**config.mk**
```make
export PLATFORM = sky130hd
export DESIGN_NAME = audio_request_arbiter_flat
export DESIGN_NICKNAME = d
export VERILOG_FILES = /design/src/rtl/audio_pkg.sv /design/src/rtl/audio_request_arbiter_if.sv /design/src/rtl/audio_request_arbiter_prio_enc.sv /design/src/rtl/audio_request_arbiter.sv /design/src/flat_wrapper.sv
export SDC_FILE = /design/constraint.sdc
export NUM_CORES = 1
export LEC_CHECK = 0
export CORE_ASPECT_RATIO = 1.2
export CORE_MARGIN = 2
export CORE_UTILIZATION = 45
export DETAILED_ROUTE_END_ITERATION = 6
export GPL_TIMING_DRIVEN = 0
export PLACE_DENSITY_LB_ADDON = 0.05
export SLEW_MARGIN = 20
export SYNTH_ARGS = -nofsm -noshare
export SYNTH_HDL_FRONTEND = slang
export SYNTH_SLANG_ARGS = --single-unit
```
**constraint.sdc**
```tcl
create_clock -name clk -period 5.8 [get_ports clk]
set_input_delay 1.16 -clock clk [delete_from_list [all_inputs] [get_ports clk]]
set_output_delay 1.16 -clock clk [all_outputs]
set_load 0.1 [all_outputs]
```
**src/rtl/audio_pkg.sv**
```systemverilog
// Shared definitions for the audio request arbiter and the sequence player:
// sound codes, arbiter FSM states and mask/code helper types.
package audio_pkg;

    localparam int unsigned NUM_SOUNDS = 7;

    typedef logic [NUM_SOUNDS-1:0] snd_mask_t;
    typedef logic [2:0]            snd_code_t;

    localparam snd_code_t SND_PLAY0     = 3'd0;
    localparam snd_code_t SND_PLAY1     = 3'd1;
    localparam snd_code_t SND_LEVEL_INC = 3'd2;
    localparam snd_code_t SND_WORLD_INC = 3'd3;
    localparam snd_code_t SND_LIFE_DECR = 3'd4;
    localparam snd_code_t SND_WIN       = 3'd5;
    localparam snd_code_t SND_LOSE      = 3'd6;

    typedef enum logic [1:0] {
        ST_IDLE  = 2'd0,
        ST_ISSUE = 2'd1,
        ST_WAIT  = 2'd2,
        ST_GAP   = 2'd3
    } arb_state_e;

    function automatic snd_mask_t code_to_mask(input snd_code_t code);
        return snd_mask_t'(1) << code;
    endfunction

endpackage

```
**src/rtl/audio_request_arbiter_if.sv**
```systemverilog
// Request/grant bus between game logic, the arbiter and the sequence player.
// master = game logic + player side, slave = arbiter.
interface audio_request_arbiter_if;
    import audio_pkg::*;

    snd_mask_t req;
    logic      seq_end;
    logic      clear_err;
    snd_code_t audio_select;
    logic      seq_enable;
    logic      seq_reset;
    logic      busy;
    snd_mask_t pending;
    logic      timeout_err;

    modport master (
        output req,
        output seq_end,
        output clear_err,
        input  audio_select,
        input  seq_enable,
        input  seq_reset,
        input  busy,
        input  pending,
        input  timeout_err
    );

    modport slave (
        input  req,
        input  seq_end,
        input  clear_err,
        output audio_select,
        output seq_enable,
        output seq_reset,
        output busy,
        output pending,
        output timeout_err
    );

endinterface

```
**src/rtl/audio_request_arbiter_prio_enc.sv**
```systemverilog
// Combinational highest-set-bit encoder over the pending sound mask.
// Highest code wins; valid_o flags a non-empty mask.
module audio_prio_enc
    import audio_pkg::*;
(
    input  snd_mask_t req_i,
    output snd_code_t code_o,
    output logic      valid_o
);

    always_comb begin
        code_o  = '0;
        valid_o = 1'b0;
        // Ascending scan: the last set bit seen is the highest one.
        for (int unsigned i = 0; i < NUM_SOUNDS; i++) begin
            if (req_i[i[2:0]]) begin
                code_o  = snd_code_t'(i);
                valid_o = 1'b1;
            end
        end
    end

endmodule

```
**src/rtl/audio_request_arbiter.sv**
```systemverilog
// Arbitrates one-cycle sound requests onto the single sequence player:
// latch, grant highest code, wait for seq_end (with watchdog), then a silent gap.
module audio_request_arbiter
    import audio_pkg::*;
#(
    parameter int unsigned TIMEOUT_CYCLES = 400_000_000,
    parameter int unsigned GAP_CYCLES     = 1_000_000
) (
    input logic                    clk,
    input logic                    reset,
    audio_request_arbiter_if.slave bus
);

    localparam logic [31:0] TIMEOUT_LAST = (TIMEOUT_CYCLES == 0) ? 32'd0 : 32'(TIMEOUT_CYCLES - 1);
    localparam logic [31:0] GAP_LAST     = (GAP_CYCLES == 0)     ? 32'd0 : 32'(GAP_CYCLES - 1);

    arb_state_e  state_q, state_d;
    logic [31:0] cnt_q, cnt_d;
    logic [31:0] cnt_inc;
    snd_mask_t   pending_q, pending_d;
    snd_code_t   sel_q, sel_d;
    logic        seq_enable_q, seq_enable_d;
    logic        seq_reset_q, seq_reset_d;
    logic        busy_q, busy_d;
    logic        timeout_err_q, timeout_err_d;

    snd_code_t   win_code;
    logic        win_valid;
    logic        grant;
    logic        expire;

    audio_prio_enc u_prio_enc (
        .req_i   (pending_q),
        .code_o  (win_code),
        .valid_o (win_valid)
    );

    always_ff @(posedge clk) begin
        if (reset) begin
            state_q       <= ST_IDLE;
            cnt_q         <= '0;
            pending_q     <= '0;
            sel_q         <= '0;
            seq_enable_q  <= 1'b0;
            seq_reset_q   <= 1'b0;
            busy_q        <= 1'b0;
            timeout_err_q <= 1'b0;
        end else begin
            state_q       <= state_d;
            cnt_q         <= cnt_d;
            pending_q     <= pending_d;
            sel_q         <= sel_d;
            seq_enable_q  <= seq_enable_d;
            seq_reset_q   <= seq_reset_d;
            busy_q        <= busy_d;
            timeout_err_q <= timeout_err_d;
        end
    end

    always_comb begin
        state_d = state_q;
        grant   = 1'b0;
        expire  = 1'b0;
        unique case (state_q)
            ST_IDLE: begin
                if (win_valid) begin
                    state_d = ST_ISSUE;
                    grant   = 1'b1;
                end
            end
            ST_ISSUE: begin
                state_d = ST_WAIT;
            end
            ST_WAIT: begin
                if (bus.seq_end) begin
                    state_d = ST_GAP;
                end else if (cnt_q >= TIMEOUT_LAST) begin
                    state_d = ST_GAP;
                    expire  = 1'b1;
                end
            end
            ST_GAP: begin
                if (cnt_q >= GAP_LAST) begin
                    state_d = ST_IDLE;
                end
            end
            default: begin
                state_d = ST_IDLE;
            end
        endcase
    end

    // Shared counter: zero during ISSUE so a WAIT cycle's count equals cycles since ISSUE;
    // restarted at zero on entry to GAP. Saturates instead of wrapping.
    always_comb begin
        cnt_inc = (cnt_q == '1) ? cnt_q : cnt_q + 32'd1;
        cnt_d   = cnt_q;
        unique case (state_q)
            ST_IDLE:  cnt_d = '0;
            ST_ISSUE: cnt_d = cnt_inc;
            ST_WAIT:  cnt_d = (state_d == ST_GAP) ? '0 : cnt_inc;
            ST_GAP:   cnt_d = cnt_inc;
            default:  cnt_d = '0;
        endcase
    end

    always_comb begin
        pending_d     = (pending_q & ~(grant ? code_to_mask(win_code) : snd_mask_t'('0))) | bus.req;
        sel_d         = grant ? win_code : sel_q;
        seq_enable_d  = (state_d == ST_ISSUE);
        seq_reset_d   = expire;
        busy_d        = (state_d != ST_IDLE);
        timeout_err_d = expire | (timeout_err_q & ~bus.clear_err);
    end

    assign bus.audio_select = sel_q;
    assign bus.seq_enable   = seq_enable_q;
    assign bus.seq_reset    = seq_reset_q;
    assign bus.busy         = busy_q;
    assign bus.pending      = pending_q;
    assign bus.timeout_err  = timeout_err_q;

endmodule

```
**src/flat_wrapper.sv**
```systemverilog
// flat-port wrapper written by rule: the top's interface ports become plain ports
module audio_request_arbiter_flat import audio_pkg::*;
#(
    parameter int unsigned TIMEOUT_CYCLES = 400_000_000,
    parameter int unsigned GAP_CYCLES     = 1_000_000
)
  (clk, reset, bus_req, bus_seq_end, bus_clear_err, bus_audio_select, bus_seq_enable, bus_seq_reset, bus_busy, bus_pending, bus_timeout_err);
  audio_request_arbiter_if bus_i ();
  input logic clk;
  input logic reset;
  input wire logic [$bits(bus_i.req)-1:0] bus_req;
  input wire logic [$bits(bus_i.seq_end)-1:0] bus_seq_end;
  input wire logic [$bits(bus_i.clear_err)-1:0] bus_clear_err;
  output wire logic [$bits(bus_i.audio_select)-1:0] bus_audio_select;
  output wire logic [$bits(bus_i.seq_enable)-1:0] bus_seq_enable;
  output wire logic [$bits(bus_i.seq_reset)-1:0] bus_seq_reset;
  output wire logic [$bits(bus_i.busy)-1:0] bus_busy;
  output wire logic [$bits(bus_i.pending)-1:0] bus_pending;
  output wire logic [$bits(bus_i.timeout_err)-1:0] bus_timeout_err;
  assign bus_i.req = bus_req;
  assign bus_i.seq_end = bus_seq_end;
  assign bus_i.clear_err = bus_clear_err;
  assign bus_audio_select = bus_i.audio_select;
  assign bus_seq_enable = bus_i.seq_enable;
  assign bus_seq_reset = bus_i.seq_reset;
  assign bus_busy = bus_i.busy;
  assign bus_pending = bus_i.pending;
  assign bus_timeout_err = bus_i.timeout_err;
  audio_request_arbiter #(.TIMEOUT_CYCLES(TIMEOUT_CYCLES), .GAP_CYCLES(GAP_CYCLES)) u_core (.clk(clk), .reset(reset), .bus(bus_i));
endmodule
```
Word level (Yosys, flattened, before mapping) --
Cells that the tools add are included.
Storage, ports and cells: logic and storage cells 54, output and inout bits 14, flip-flop bits (word level) 48, bits in latches 0, bits of input ports 11, memories 0, RAM bits 0, bits in read-only memories 0
Operators by class: divide/modulo/power cells 0, add/sub/neg operators 1, muxes and demuxes 27, multiply operators 0, reductions and logical operators 3, eq/ne operators 6, magnitude comparators 2, bitwise gates (word level) 6, shift operators 1
Operators with widths (count):
- case mux 32 bit (3 select lines) | 1
- 2-to-1 mux 32 bit | 2
- adder 32 x 1 -> 32 bit, second input constant | 1
- equality test 32 bit, second input constant | 1
- >= comparator 32 x 20 -> 1 bit, second input constant | 1
- >= comparator 32 x 29 -> 1 bit, second input constant | 1
- 2-to-1 mux 3 bit | 5
- 2-to-1 mux 1 bit | 13
- 2-to-1 mux 2 bit | 4
- case mux 2 bit (4 select lines) | 1
- bitwise AND 7 bit | 1
- 2-to-1 mux 7 bit | 1
- NOT 7 bit | 1
- OR 7 bit | 1
- << shifter 1 x 3 -> 7 bit, first input constant | 1
- equality test 2 bit, second input constant | 3
- equality test 2 x 1 -> 1 bit, second input constant | 2
- logical NOT 2 bit | 1
- nonzero test 2 bit | 1
- OR reduction 2 bit | 1
- bitwise AND 1 bit | 1
- NOT 1 bit | 1
- OR 1 bit | 1

Depth between registers and ports, before layout --
Gate-level depths: netlist of run 1.
depth in word-level cells 13, mapped depth 9, gate-level depth less buffers 7

By module --
Synthesis of run 1 repeated with hierarchy kept, for this count alone.
Unflattened totals: cell total of the unflattened synthesis 294, area total of the unflattened synthesis 2423.6 um^2
By module, submodules not included:
- audio_request_arbiter | seq. area each 960.9 um^2, times used 1, area an instance 2364.8 um^2, cells each 285
- audio_prio_enc | seq. area each 0.0 um^2, times used 1, area an instance 58.8 um^2, cells each 9

Worst setup path after synthesis of run 1 --
OpenSTA, ideal clock, no wires.
path type reg2out, start point reg u_core.pending_q[6] (netlist: u_core.bus.pending[6]), end point out bus_pending[6], arrival time 1006 ps, setup slack 3634 ps, required time 4640 ps, buffers on the path 0, cell stages (with the launch flop) 1, cells stage by stage dfxtp_1
RTL lines:
- start, declared | line audio_request_arbiter.sv:20 | snd_mask_t pending_q, pending_d;
- start signal, assigned | line audio_request_arbiter.sv:51 | pending_q <= pending_d;
- end, declared | line flat_wrapper.sv:18 | output wire logic [$bits(bus_i.pending)-1:0] bus_pending;
No word-level cell between the ends.

Worst setup path in the final report of run 1 --
start point reg u_core.pending_q[6] (netlist: u_core.bus.pending[6]), end point out bus_pending[6]
No word-level cell between the ends.

==> results of run 1 <==
[final timing paths]
kind                                                           to  slack (ps)  cells after the start
worst min-delay path            u_core.bus.timeout_err$_SDFF_PP0_         450                      1
worst min register to register  u_core.bus.timeout_err$_SDFF_PP0_         450                      1
worst max register to register        u_core.cnt_q[11]$_SDFF_PP0_        3580                      8
worst max-delay path                               bus_pending[6]        2700                      1
[cell type report]
type	count	area, um^2
fill	500	2360
multi-input combinational	212	1350
sequential	48	961
timing repair buffer	24	240
clock buffer	7	96.3
tap	62	77.6
buffer	11	71.3
inverter	10	37.5
clock inverter	1	30.0
[routing by layer]
| layer | vias up | global-route usage |
|---|---|---|
| met2 | 41 | 0.308 |
| li1 | 1058 | - |
| met4 | 0 | 0.0532 |
| met1 | 955 | 0.233 |
| met3 | 6 | 0.0384 |
| met5 | - | 0 |
[stage by stage]
| stage | setup WS, ps | total power, mW | cells | hold slack [ps] |
|---|---|---|---|---|
| final | 2700 | 0.792 | 375 | 454 |
| after global routing | 2620 | 0.826 | 375 | 472 |
| after CTS | 2690 | 0.803 | 375 | 460 |
| after detailed placement | 3030 | 0.536 | 367 | 438 |
| after global placement | 3030 | 0.535 | 367 | 435 |
| after floorplan | 3630 | 0.492 | 281 | 486 |
[cell usage in the layout, fill, tap and decap left out, types with 2 or more instances in the layout]
master / n
a211oi_1: 2
a21oi_1: 12
a31oi_1: 4
a31oi_2: 2
and2_1: 2
and3_1: 4
and4_1: 8
buf_2: 5
buf_6: 3
clkbuf_1: 2
clkbuf_8: 7
clkdlybuf4s50_1: 24
dfxtp_1: 48
inv_1: 10
nand2_1: 22
nand3_1: 11
nand3_2: 2
nand4_1: 11
nor2_1: 45
nor2_2: 4
nor2b_1: 2
nor3_1: 12
nor3_2: 2
nor4_1: 2
o21a_1: 2
o21ai_0: 7
or3_1: 4
xnor2_1: 14
xor2_1: 14
[sequential cells by signal (all words and copies together) (netlist names)]
name,flops
u_core.cnt_q,32
u_core.bus.seq_enable,1
u_core.bus.pending,7
u_core.bus.busy,1
u_core.bus.audio_select,3
u_core.bus.seq_reset,1
u_core.state_q,2
u_core.bus.timeout_err,1
[cell families (layout without fill, tap and decap cells)]
family          Yosys count  count (layout)  synth area share
compound gates           41              41             0.135
xor+xnor                 28              28             0.101
fa+ha+maj                 1               1           0.00518
buf+inv                  21              53            0.0450
flops                    48              48             0.398
mux                       1               1           0.00414
simple gates            141             141             0.312
[power breakdown]
group	switching, mW	internal (mW)
Clock	0.113	0.152
Combinational	0.122	0.0493
Sequential	0.0119	0.344
==> impl_metrics.tcl, run 1 <==
set metrics [dict create \
    wl_met2_um 2470 \
    worst_slew_pin_slew_ps 963 \
    synthesis.nets 293 \
    hold_buffers 0 \
    startpoint "u_core.bus.pending[6]$_SDFF_PP0_" \
    slew_viol_final 0 \
    io-pin-count 25 \
    grt_pass1_wl_um 8830 \
    hold_class "flop to flop" \
    synthCells 281 \
    cts_tree "yes" \
    timing.final.crit_period_ps 3100 \
    vias_per_cell 5.49 \
    vias 2060 \
    dpl_cell_area_mm2 0.00274 \
    die_area_mm2 0.00598 \
    mappedNetlistArea_mm2 0.00242 \
    h-tree-depth 2 \
    area_delta_synth_final_pct 18.4 \
    setup_tns_ps 0 \
    yosys.area.top_type "dfxtp_1" \
    ant_nets 0 \
    finalHoldViolCount 0 \
    clock_latency_ps 300 \
    synthTopCellsByArea "dfxtp_1 40%, nor2_1 7.0%, xnor2_1 5.1%" \
    clk_pin_slew_ps 90 \
    critPathKind "flop to output port" \
    max_freq_mhz 322 \
    groute.usage.overall 0.182 \
    yosys_warnings 0 \
    gp_congestion 0.862 \
    drv_cap 0 \
    cp.arrival_ps 1940 \
    post_cts_resized 0 \
    slowest_delay_ps 1180 \
    std_cell_rows 29 \
    ys_seq_elements 48 \
    dr_wl_met3_um 192 \
    slowest_stage "clkdlybuf4s50_1" \
    wl_um 5090 \
    peakVddDrop_uv 132 \
    skew_ps 6.22 \
    drive_above_1_share 0.118 \
    post_drt_wl_per_cell_um 13.6 \
    core_area_mm2 0.00523 \
    die_w_um 70.9 \
    cts_inserted_buffers 5 \
    hpwl_um 3800 \
    async_reset_ff_frac 0 \
    syn_avg_cell_area_um2 8.60 \
    ys.flop_type "dfxtp_1" \
    die-height_um 84.3 \
    path_max_fanout 8 \
    drc 0 \
    top_layer "met4" \
    grt_max_degree 15 \
    grt_pass1_vias 1915 \
    initial_core_util 0.463 \
    fin_crit_sh 0.535 \
    drt-met1-wl_um 2370 \
    yosysSeqAreaShare 0.398 \
    synth_edf_count 0 \
    ys_types 52 \
    finalInstanceArea_mm2 0.00286 \
    clk_path_buf_depth 2 \
    p_leak_nw 0.981 \
    post-route-util 0.548 \
    antenna_found_initial 0 \
    first_pass_iters 4 \
    powerDensity_mw_per_mm2 277 \
    yosysMostFrequentCell "dfxtp_1" \
    max_slew_margin 0.356 \
    diodes 0 \
    startpoint_type "flop" \
    rsz0062_at_grt "no" \
    hold_start "u_core.bus.timeout_err$_SDFF_PP0_" \
    path_buf_inv 1 \
    required_ps 4640 \
    numClockSinks 48 \
    grt_overflow 0 \
    worstReg2RegStart "u_core.cnt_q[0]$_SDFF_PP0_" \
    path_delay_family "buffers and inverters" \
    status "complete, no violations" \
    setup_viol 0 \
    cts-root-buf "clkbuf_8" \
    synth_top_area_frac 0.398 \
    crit_chain "clkdlybuf4s50_1" \
    nets 324 \
    port_buffers 24 \
    cp-end-kind "output port" \
    drtIter0Drc 58 \
    synth_commonest_cells "48 x dfxtp_1, 45 x nor2_1, 22 x nand2_1, 14 x xnor2_1, 14 x xor2_1" \
    cts_setup_buffers 0 \
]
Power figures use the tool's default switching activity.
==> run 2, diff against run 1 <==
clock period = 2.75 ns   (was 5.8 ns; I/O delays follow)
==> results of run 2 <==
Same layout as run 1 (identical final DEF). Status: complete, no violations.
Among the figures that moved: setup slack after placement 3030 ps -> 501 ps; setup slack after layout 2700 ps -> 259 ps; register-to-register setup slack 3580 ps -> 530 ps; total power 0.792 mW -> 1.67 mW; worst IR drop on VDD 132 uV -> 279 uV
==> run 3, diff against run 2 <==
CORE_UTILIZATION = 51   (was 45)
PLACE_DENSITY = 0.76   (was unset)
PLACE_DENSITY_LB_ADDON = unset   (was 0.05)
==> impl_metrics.tcl, run 3 (synthesis results as in run 1) <==
set metrics [dict create \
    powerDensity_mw_per_mm2 572 \
    first_pass_iters 4 \
    port_buffers 24 \
    status "complete, no violations" \
    rr_worst_depth 8 \
    area_delta_synth_final_pct 17.5 \
    path_depth 1 \
    largest_reg_flops 32 \
    hold_ws_ps 460 \
    reg2reg_slack_ps 550 \
    crit_chain "clkdlybuf4s50_1" \
    path_delay_family "buffers and inverters" \
    top_layer "met4" \
    numClockSinks 48 \
    p_leak_nw 0.970 \
    cp.arrival_ps 1940 \
    finalInstanceArea_mm2 0.00284 \
    fillCellCount 390 \
    die_w_um 66.8 \
    grt_overflow 0 \
    io-pin-count 25 \
    drtIter0Drc 108 \
    vias_per_cell 5.49 \
    layout_common_cells "48 x dfxtp_1, 45 x nor2_1, 24 x clkdlybuf4s50_1" \
    clock_latency_ps 300 \
    worst_slew_pin_slew_ps 967 \
    critPathKind "flop to output port" \
    grt_pass1_vias 1880 \
    setup_viol 0 \
    post-route-util 0.623 \
    clk_pin_slew_ps 100 \
    timing.final.crit_period_ps 2490 \
    hold_class "flop to flop" \
    max_slew_margin 0.353 \
    skew_ps 9.22 \
    diodes 0 \
    cts-root-buf "clkbuf_8" \
    drive_above_1_share 0.118 \
    peakVddDrop_uv 342 \
    fin_crit_sh 0.906 \
    groute.usage.overall 0.206 \
    clk_path_buf_depth 2 \
    std_cell_rows 27 \
    r2r-end "u_core.cnt_q[11]$_SDFF_PP0_" \
    drc 0 \
    vias 2037 \
    path_max_fanout 8 \
    slowest_stage "clkdlybuf4s50_1" \
    startpoint_type "flop" \
    rsz0062_at_grt "no" \
    dr_wl_met3_um 126 \
    wl_met2_um 2450 \
    grt_pass1_wl_um 8470 \
    initial_core_util 0.530 \
    crit_end "bus_pending[6]" \
    ant_nets 0 \
    drt-met1-wl_um 2310 \
    gp_congestion 0.858 \
    grt_max_degree 16 \
    layout_commonest_cell "dfxtp_1" \
    regMostFlops "u_core.cnt_q" \
    drv_cap 0 \
    worstReg2RegStart "u_core.cnt_q[0]$_SDFF_PP0_" \
    path_buf_inv 1 \
    post_cts_resized 0 \
    required_ps 2200 \
    slew_viol_final 0 \
    dpl_cell_area_mm2 0.00273 \
    die-height_um 79.4 \
    cts_setup_buffers 0 \
    wl_um 5000 \
    cp-end-kind "output port" \
    startpoint "u_core.bus.pending[6]$_SDFF_PP0_" \
    post_drt_wl_per_cell_um 13.5 \
    hpwl_um 3650 \
    h-tree-depth 2 \
    max_freq_mhz 401 \
    die_area_mm2 0.00531 \
    antenna_found_initial 0 \
    slowest_delay_ps 1180 \
    finalHoldViolCount 0 \
    hold_buffers 0 \
    setup_tns_ps 0 \
    nets 324 \
    cts_inserted_buffers 5 \
    core_area_mm2 0.00456 \
    cts_tree "yes" \
]
==> run 3: changes by cell type in the layout (fill, tap and decap cells not counted) <==
| cell | previous run | this run |
|---|---|---|
| clkbuf_8 | 7 | 5 |
| clkinv_2 | 0 | 1 |
| clkinvlp_4 | 0 | 1 |
==> run 3: layout make-up <==
type | count | area, um^2 | area share
flip-flops and latches | 48 | 961 | 0.338
repair buffers | 24 | 240 | 0.0845
inverters | 10 | 37.5 | 0.0132
multi-input cells | 212 | 1350 | 0.474
clock inverters | 3 | 42.5 | 0.0150
clock buffers | 5 | 68.8 | 0.0242
plain buffers | 11 | 71.3 | 0.0251
well taps | 58 | 72.6 | 0.0255
==> run 3: worst min path at each step <==
stage | from | endpoint | cells after the start
2_1_floorplan | u_core.cnt_q[11]$_SDFF_PP0_ | u_core.cnt_q[11]$_SDFF_PP0_ | 2
5_1_grt | u_core.bus.timeout_err$_SDFF_PP0_ | u_core.bus.timeout_err$_SDFF_PP0_ | 1
4_1_cts | u_core.bus.timeout_err$_SDFF_PP0_ | u_core.bus.timeout_err$_SDFF_PP0_ | 1
3_5_place_dp | u_core.bus.timeout_err$_SDFF_PP0_ | u_core.bus.timeout_err$_SDFF_PP0_ | 1
6_report | u_core.bus.timeout_err$_SDFF_PP0_ | u_core.bus.timeout_err$_SDFF_PP0_ | 1
3_3_place_gp | u_core.bus.timeout_err$_SDFF_PP0_ | u_core.bus.timeout_err$_SDFF_PP0_ | 1
==> run 3: metrics by stage <==
stage | instances | total power, mW | setup slack, ps
2_1_floorplan | 281 | 1.04 | 696
3_3_place_gp | 363 | 1.12 | 573
3_5_place_dp | 363 | 1.13 | 549
4_1_cts | 371 | 1.64 | 255
5_1_grt | 371 | 1.69 | 208
6_report | 371 | 1.63 | 258
==> run 3: layer usage <==
layer,vias up,GRT usage
met5,-,0
met1,947,0.257
met4,0,0.0939
li1,1052,-
met3,9,0.0367
met2,29,0.340
==> run 3: power breakdown <==
| group | leakage (nW) | switching [mW] | internal, mW | total, mW |
|---|---|---|---|---|
| clock network | 0.0541 | 0.245 | 0.269 | 0.515 |
| logic | 0.525 | 0.256 | 0.104 | 0.360 |
| registers | 0.391 | 0.0255 | 0.726 | 0.751 |
